### config.mk
export PLATFORM = sky130hd
export DESIGN_NAME = prog_loader
export DESIGN_NICKNAME = d
export VERILOG_FILES = /design/src/rtl/prog_loader_pkg.sv /design/src/rtl/prog_loader_word_assembler.sv /design/src/rtl/prog_loader.sv
export SDC_FILE = /design/constraint.sdc
export NUM_CORES = 1
export LEC_CHECK = 0
export CAP_MARGIN = 20
export CORE_MARGIN = 2
export CORE_UTILIZATION = 35
export CTS_BUF_LIST = sky130_fd_sc_hd__clkbuf_4
export DETAILED_ROUTE_END_ITERATION = 10
export SYNTH_ARGS = -nofsm -noshare
export SYNTH_HDL_FRONTEND = slang
export SYNTH_SLANG_ARGS = --single-unit
### constraint.sdc
create_clock -name clk -period 3 [get_ports clk]
set_input_delay 0.6 -clock clk [delete_from_list [all_inputs] [get_ports clk]]
set_output_delay 0.6 -clock clk [all_outputs]
set_load 0.02 [all_outputs]
### src/rtl/prog_loader_pkg.sv
// Shared definitions for the instruction-RAM loader.
package prog_loader_pkg;

  typedef enum logic [1:0] {
    ST_IDLE  = 2'd0,
    ST_COUNT = 2'd1,
    ST_DATA  = 2'd2,
    ST_DRAIN = 2'd3
  } state_t;

  localparam int DEF_ADDR_W     = 7;
  localparam int BYTES_PER_WORD = 4;

endpackage

### src/rtl/prog_loader_word_assembler.sv
// Packs stream bytes into 32-bit words, first byte landing in bits 31:24.
module word_assembler
  import prog_loader_pkg::*;
(
  input  logic        clk,
  input  logic        rst,
  input  logic [7:0]  byte_in,
  input  logic        strobe,
  input  logic        clear,
  output logic [31:0] word,
  output logic        word_done
);

  // Only the first three bytes need storing; the fourth is taken straight
  // from the input on the completing strobe.
  logic [23:0] shift;
  logic [1:0]  phase;

  assign word      = {shift, byte_in};
  assign word_done = strobe && (phase == 2'(BYTES_PER_WORD - 1));

  // Byte shift register and position-within-word counter.
  always_ff @(posedge clk or negedge rst) begin
    if (!rst) begin
      shift <= '0;
      phase <= '0;
    end else if (clear) begin
      shift <= '0;
      phase <= '0;
    end else if (strobe) begin
      shift <= {shift[15:0], byte_in};
      phase <= phase + 2'd1;
    end
  end

endmodule

### src/rtl/prog_loader.sv
// Streams a counted byte payload into the instruction RAM from address 0.
module prog_loader
  import prog_loader_pkg::*;
#(
  parameter int ADDR_W    = DEF_ADDR_W,
  parameter int TIMEOUT   = 1024,
  parameter int DRAIN_CYC = 2
) (
  input  logic              clk,
  input  logic              rst,
  input  logic              start,
  input  logic              rx_valid,
  input  logic [7:0]        rx_data,
  output logic              rx_ready,
  output logic              iwen,
  output logic [ADDR_W-1:0] i_addr,
  output logic [31:0]       winst,
  output logic              wstb,
  output logic              busy,
  output logic              done,
  output logic              err
);

  localparam int NW = ADDR_W + 1;
  localparam int TW = $clog2(TIMEOUT);
  localparam int DW = $clog2(DRAIN_CYC + 2);

  state_t          state, state_nx;
  logic [NW-1:0]   widx, n_words;
  logic [TW-1:0]   tcnt;
  logic [DW-1:0]   dcnt;
  logic            active, xfer, tmo, last_word, drain_end;
  logic            asm_stb, asm_clr, asm_done;
  logic [31:0]     asm_word;

  assign active    = (state == ST_COUNT) || (state == ST_DATA);
  assign rx_ready  = active;
  assign xfer      = rx_valid && active;
  assign tmo       = active && !xfer && (tcnt == TW'(TIMEOUT - 1));
  assign asm_stb   = xfer && (state == ST_DATA);
  assign asm_clr   = ((state == ST_IDLE) && start) || tmo;
  assign last_word = (state == ST_DATA) && asm_done && ((widx + NW'(1)) == n_words);
  assign drain_end = (state == ST_DRAIN) && (dcnt == DW'(DRAIN_CYC));
  // iwen tracks the session exactly: it rises on the start edge and falls
  // on the edge that returns to IDLE, so it is the registered state decoded.
  assign busy      = (state != ST_IDLE);
  assign iwen      = busy;

  word_assembler u_asm (
    .clk       (clk),
    .rst       (rst),
    .byte_in   (rx_data),
    .strobe    (asm_stb),
    .clear     (asm_clr),
    .word      (asm_word),
    .word_done (asm_done)
  );

  // State register.
  always_ff @(posedge clk or negedge rst) begin
    if (!rst) state <= ST_IDLE;
    else      state <= state_nx;
  end

  // Next-state selection.
  always_comb begin
    state_nx = state;
    unique case (state)
      ST_IDLE:  if (start) state_nx = ST_COUNT;
      ST_COUNT: if (tmo) state_nx = ST_IDLE;
                else if (xfer) state_nx = ST_DATA;
      ST_DATA:  if (tmo) state_nx = ST_IDLE;
                else if (last_word) state_nx = ST_DRAIN;
      ST_DRAIN: if (drain_end) state_nx = ST_IDLE;
      default:  state_nx = ST_IDLE;
    endcase
  end

  // Session counters, presented word and status pulses.
  always_ff @(posedge clk or negedge rst) begin
    if (!rst) begin
      widx    <= '0;
      n_words <= '0;
      tcnt    <= '0;
      dcnt    <= '0;
      i_addr  <= '0;
      winst   <= '0;
      wstb    <= 1'b0;
      done    <= 1'b0;
      err     <= 1'b0;
    end else begin
      wstb <= 1'b0;
      done <= 1'b0;
      if (active) tcnt <= xfer ? '0 : tcnt + TW'(1);
      if (tmo) err <= 1'b1;
      unique case (state)
        ST_IDLE: begin
          if (start) begin
            err  <= 1'b0;
            widx <= '0;
            tcnt <= '0;
          end
        end
        ST_COUNT: begin
          if (xfer) n_words <= (rx_data == 8'd0) ? NW'(2**ADDR_W) : NW'(rx_data);
        end
        ST_DATA: begin
          if (asm_done) begin
            winst  <= asm_word;
            i_addr <= widx[ADDR_W-1:0];
            wstb   <= 1'b1;
            widx   <= widx + NW'(1);
          end
          if (last_word) dcnt <= '0;
        end
        ST_DRAIN: begin
          if (drain_end) done <= 1'b1;
          else           dcnt <= dcnt + DW'(1);
        end
        default: ;
      endcase
    end
  end

endmodule

==> results.md <==
- Status: finished, final reports clean
- Nets: 485
- Crit. End Element: primary output
- Arr. time, crit path: 2.15 ns
- Port Buffer Count: 56
- Remaining antenna violation count after routing: 0
- CTS hold repair buffers: 0
- Worst path depth: 4
- Core area: 12160 um2
- Tmin final: 2.752 ns
- RSZ-0062 raised after global routing: false
- Post-synthesis cell count: 403
- Post-DR wirelength/cell: 14.80 um
- Crit Path Max Fanout: 10
- WP buf/inv: 3
- Min-Delay Path Class: input port to asynchronous set/reset pin
- Rows: 40
- Commonest non-fill, non-tap cell in the layout: dfrtp_1
- Routed vias/inst: 4.959
- HPWL after DPL: 6.627 mm
- Setup Buffers After CTS: 0
- CTS Buf Count: 9
- Total number of vias: 3159
- I/O pins: 57
- Initial antenna violation count: 0
- Post-Syn Nets: 424
- Yosys warns: 0
- Die extent in y: 116.1 um
- Placed inst area: 5172 um2
- CTS tree: yes
- Vias in the first global route: 3219
- P_leak: 2.339 nW
- Fillers: 1195
- Max transition margin: 66.35%
- TritonRoute pass-1 iters: 4
- Clk root buf: clkbuf_4
- CP endpoint: rx_ready
- PD cells: 551.1 nW/um2
- Final count of hold timing violations: 0
- Max-slew violations: 0
- Post-CTS sizing: 0
- Kind of critical path: flop to primary output
- Synthesized flop and latch total: 98
- Slowest-stage cell, CP: clkdlybuf4s50_1
- Synthesized cell area: 4397 um2
- Worst-path cell chain: inv_1 -> ha_1 -> buf_4 -> clkdlybuf4s50_1
- Slew at the pin closest to its max-slew limit: 0.5048 ns
- Synth async-reset ratio: 100.0%
- Layout cells sized above 1: 17.27%
- Achievable frequency: 363.4 MHz
- First-pass GRT wire length: 15.76 mm
- Synthesized area per cell: 10.91 um2
- # DRC: 0
- Worst Setup Start Kind: flop
- Max cap viols: 0
- Final Skew: 0.01149 ns
- Number of distinct library cells after synthesis: 49
- Gr usage total: 15.09%
- Reg2Reg Setup Slack: 0.45 ns
- Max IR drop VDD: 249.3 uV
- H-tree depth: 3
- Main synth FF type: dfrtp_1
- Sequential fraction of the synthesis area: 55.78%
- Ant diodes: 0
- Layout Area Growth over Synthesis: 20.01%
- Die width: 116.1 um
- Top delay family on crit path: buffers and inverters
- Worst setup startpoint: state[1]
- Initial Utilization: 36.15%
- Sink Count: 98
- Die area: 13470 um2
- Routed WL: 9.428 mm
- Worst R2R End: state[1]
- Total gr overflow: 0
- Worst r2r src: widx[0]
- Finished Cell Area: 5276 um2
- Register-to-Register Path Depth: 7
- Final Cycle Share: 91.73%
- GP Congestion: 0.8082
- Later-pin clock latency in the skew report: 0.45 ns
- Initial DRC count: 169
- Post-synth EDFFs: 0
- CP peak stage delay: 0.61 ns
- Pin count of the biggest net entering global routing: 42
- Most frequent cells in the layout: dfrtp_1 (98), nand2_1 (76), clkdlybuf4s50_1 (55)
- Worst EP required: 2.40 ns
- Final TNS setup: 0 ns
- Finish-stage setup viols: 0
- Clock buffer depth: 2
- Worst-path clk slew: 0.14 ns
[stage by stage]
step                      hold WS (ns)  utilization, %  instances  worst slack [ns]  power, mW
after floorplan                 0.3044               -        403            0.3775      2.089
after global placement          0.4632           42.53        621            0.3248      2.323
after detailed placement        0.4756           42.53        621            0.3207      2.346
after CTS                      0.09013           43.38        637            0.2244      2.940
after global routing            0.1048           43.38        637            0.1408      3.105
final                          0.08975           43.38        637            0.2480      2.908
[synth_stat cells, drive strengths merged (5+ instances only)]
cell    count  area (um2)
a21oi      42       210.2
xnor2       5       43.79
dfrtp      98        2452
nand4       8       50.05
ha          9       112.6
nand3       6       35.03
xor2        8       70.07
or3         8       58.80
nor2       11       41.29
buf         8       53.80
o21ai      15       75.07
nand2      76       285.3
mux2       44       495.5
inv        13       48.80
nor3        5       25.02
clkbuf      9       33.78
[metal layers]
layer  wire (um)  GRT usage (%)  up-vias
li1            -              -     1518
met1        4418          19.69     1564
met2        4501          24.48       65
met3         366          3.190       12
met4         140          6.429        0
met5           0              0        -
[sequential cells by signal (all words and copies together), names as in the netlist]
register,flops
dcnt,2
done,1
err,1
i_addr,7
n_words,8
state,2
tcnt,10
u_asm.phase,2
u_asm.shift,24
widx,8
winst,32
wstb,1
[where the power goes]
part / internal, mW / switching, mW / leakage [nW]
sequential: 1.43 / 0.0993 / 1.35
clock: 0.160 / 0.429 / 0.0559
combinational: 0.330 / 0.456 / 0.937
[layout make-up]
class | count | area [um2] | area share, %
flip-flops and latches | 98 | 2452 | 46.48
multi-input cells | 275 | 1808 | 34.27
repair buffers | 67 | 653.1 | 12.38
well taps | 168 | 210.2 | 3.984
clock buffers | 9 | 67.56 | 1.281
inverters | 13 | 48.80 | 0.9248
clock inverters | 7 | 36.28 | 0.6877
[cell families after synthesis]
group / Yosys count / share of synthesized area [%]
flip-flops: 98 / 55.78
buffers and inverters: 30 / 3.102
adder cells (fa/ha/maj): 9 / 2.561
XOR/XNOR: 13 / 2.590
AO/OA/AOI/OAI: 78 / 10.73
multiplexers: 44 / 11.27
AND/OR/NAND/NOR: 131 / 13.97
[how the worst min path moves through the flow]
stage	startpoint	to
floorplan	rst	dcnt[0]
global route	rst	n_words[6]
CTS	rst	u_asm.shift[13]
global placement	i_addr[3]	i_addr[3]
finish	rst	u_asm.shift[13]
detailed placement	i_addr[4]	i_addr[4]
Power figures use the tool's default switching activity.
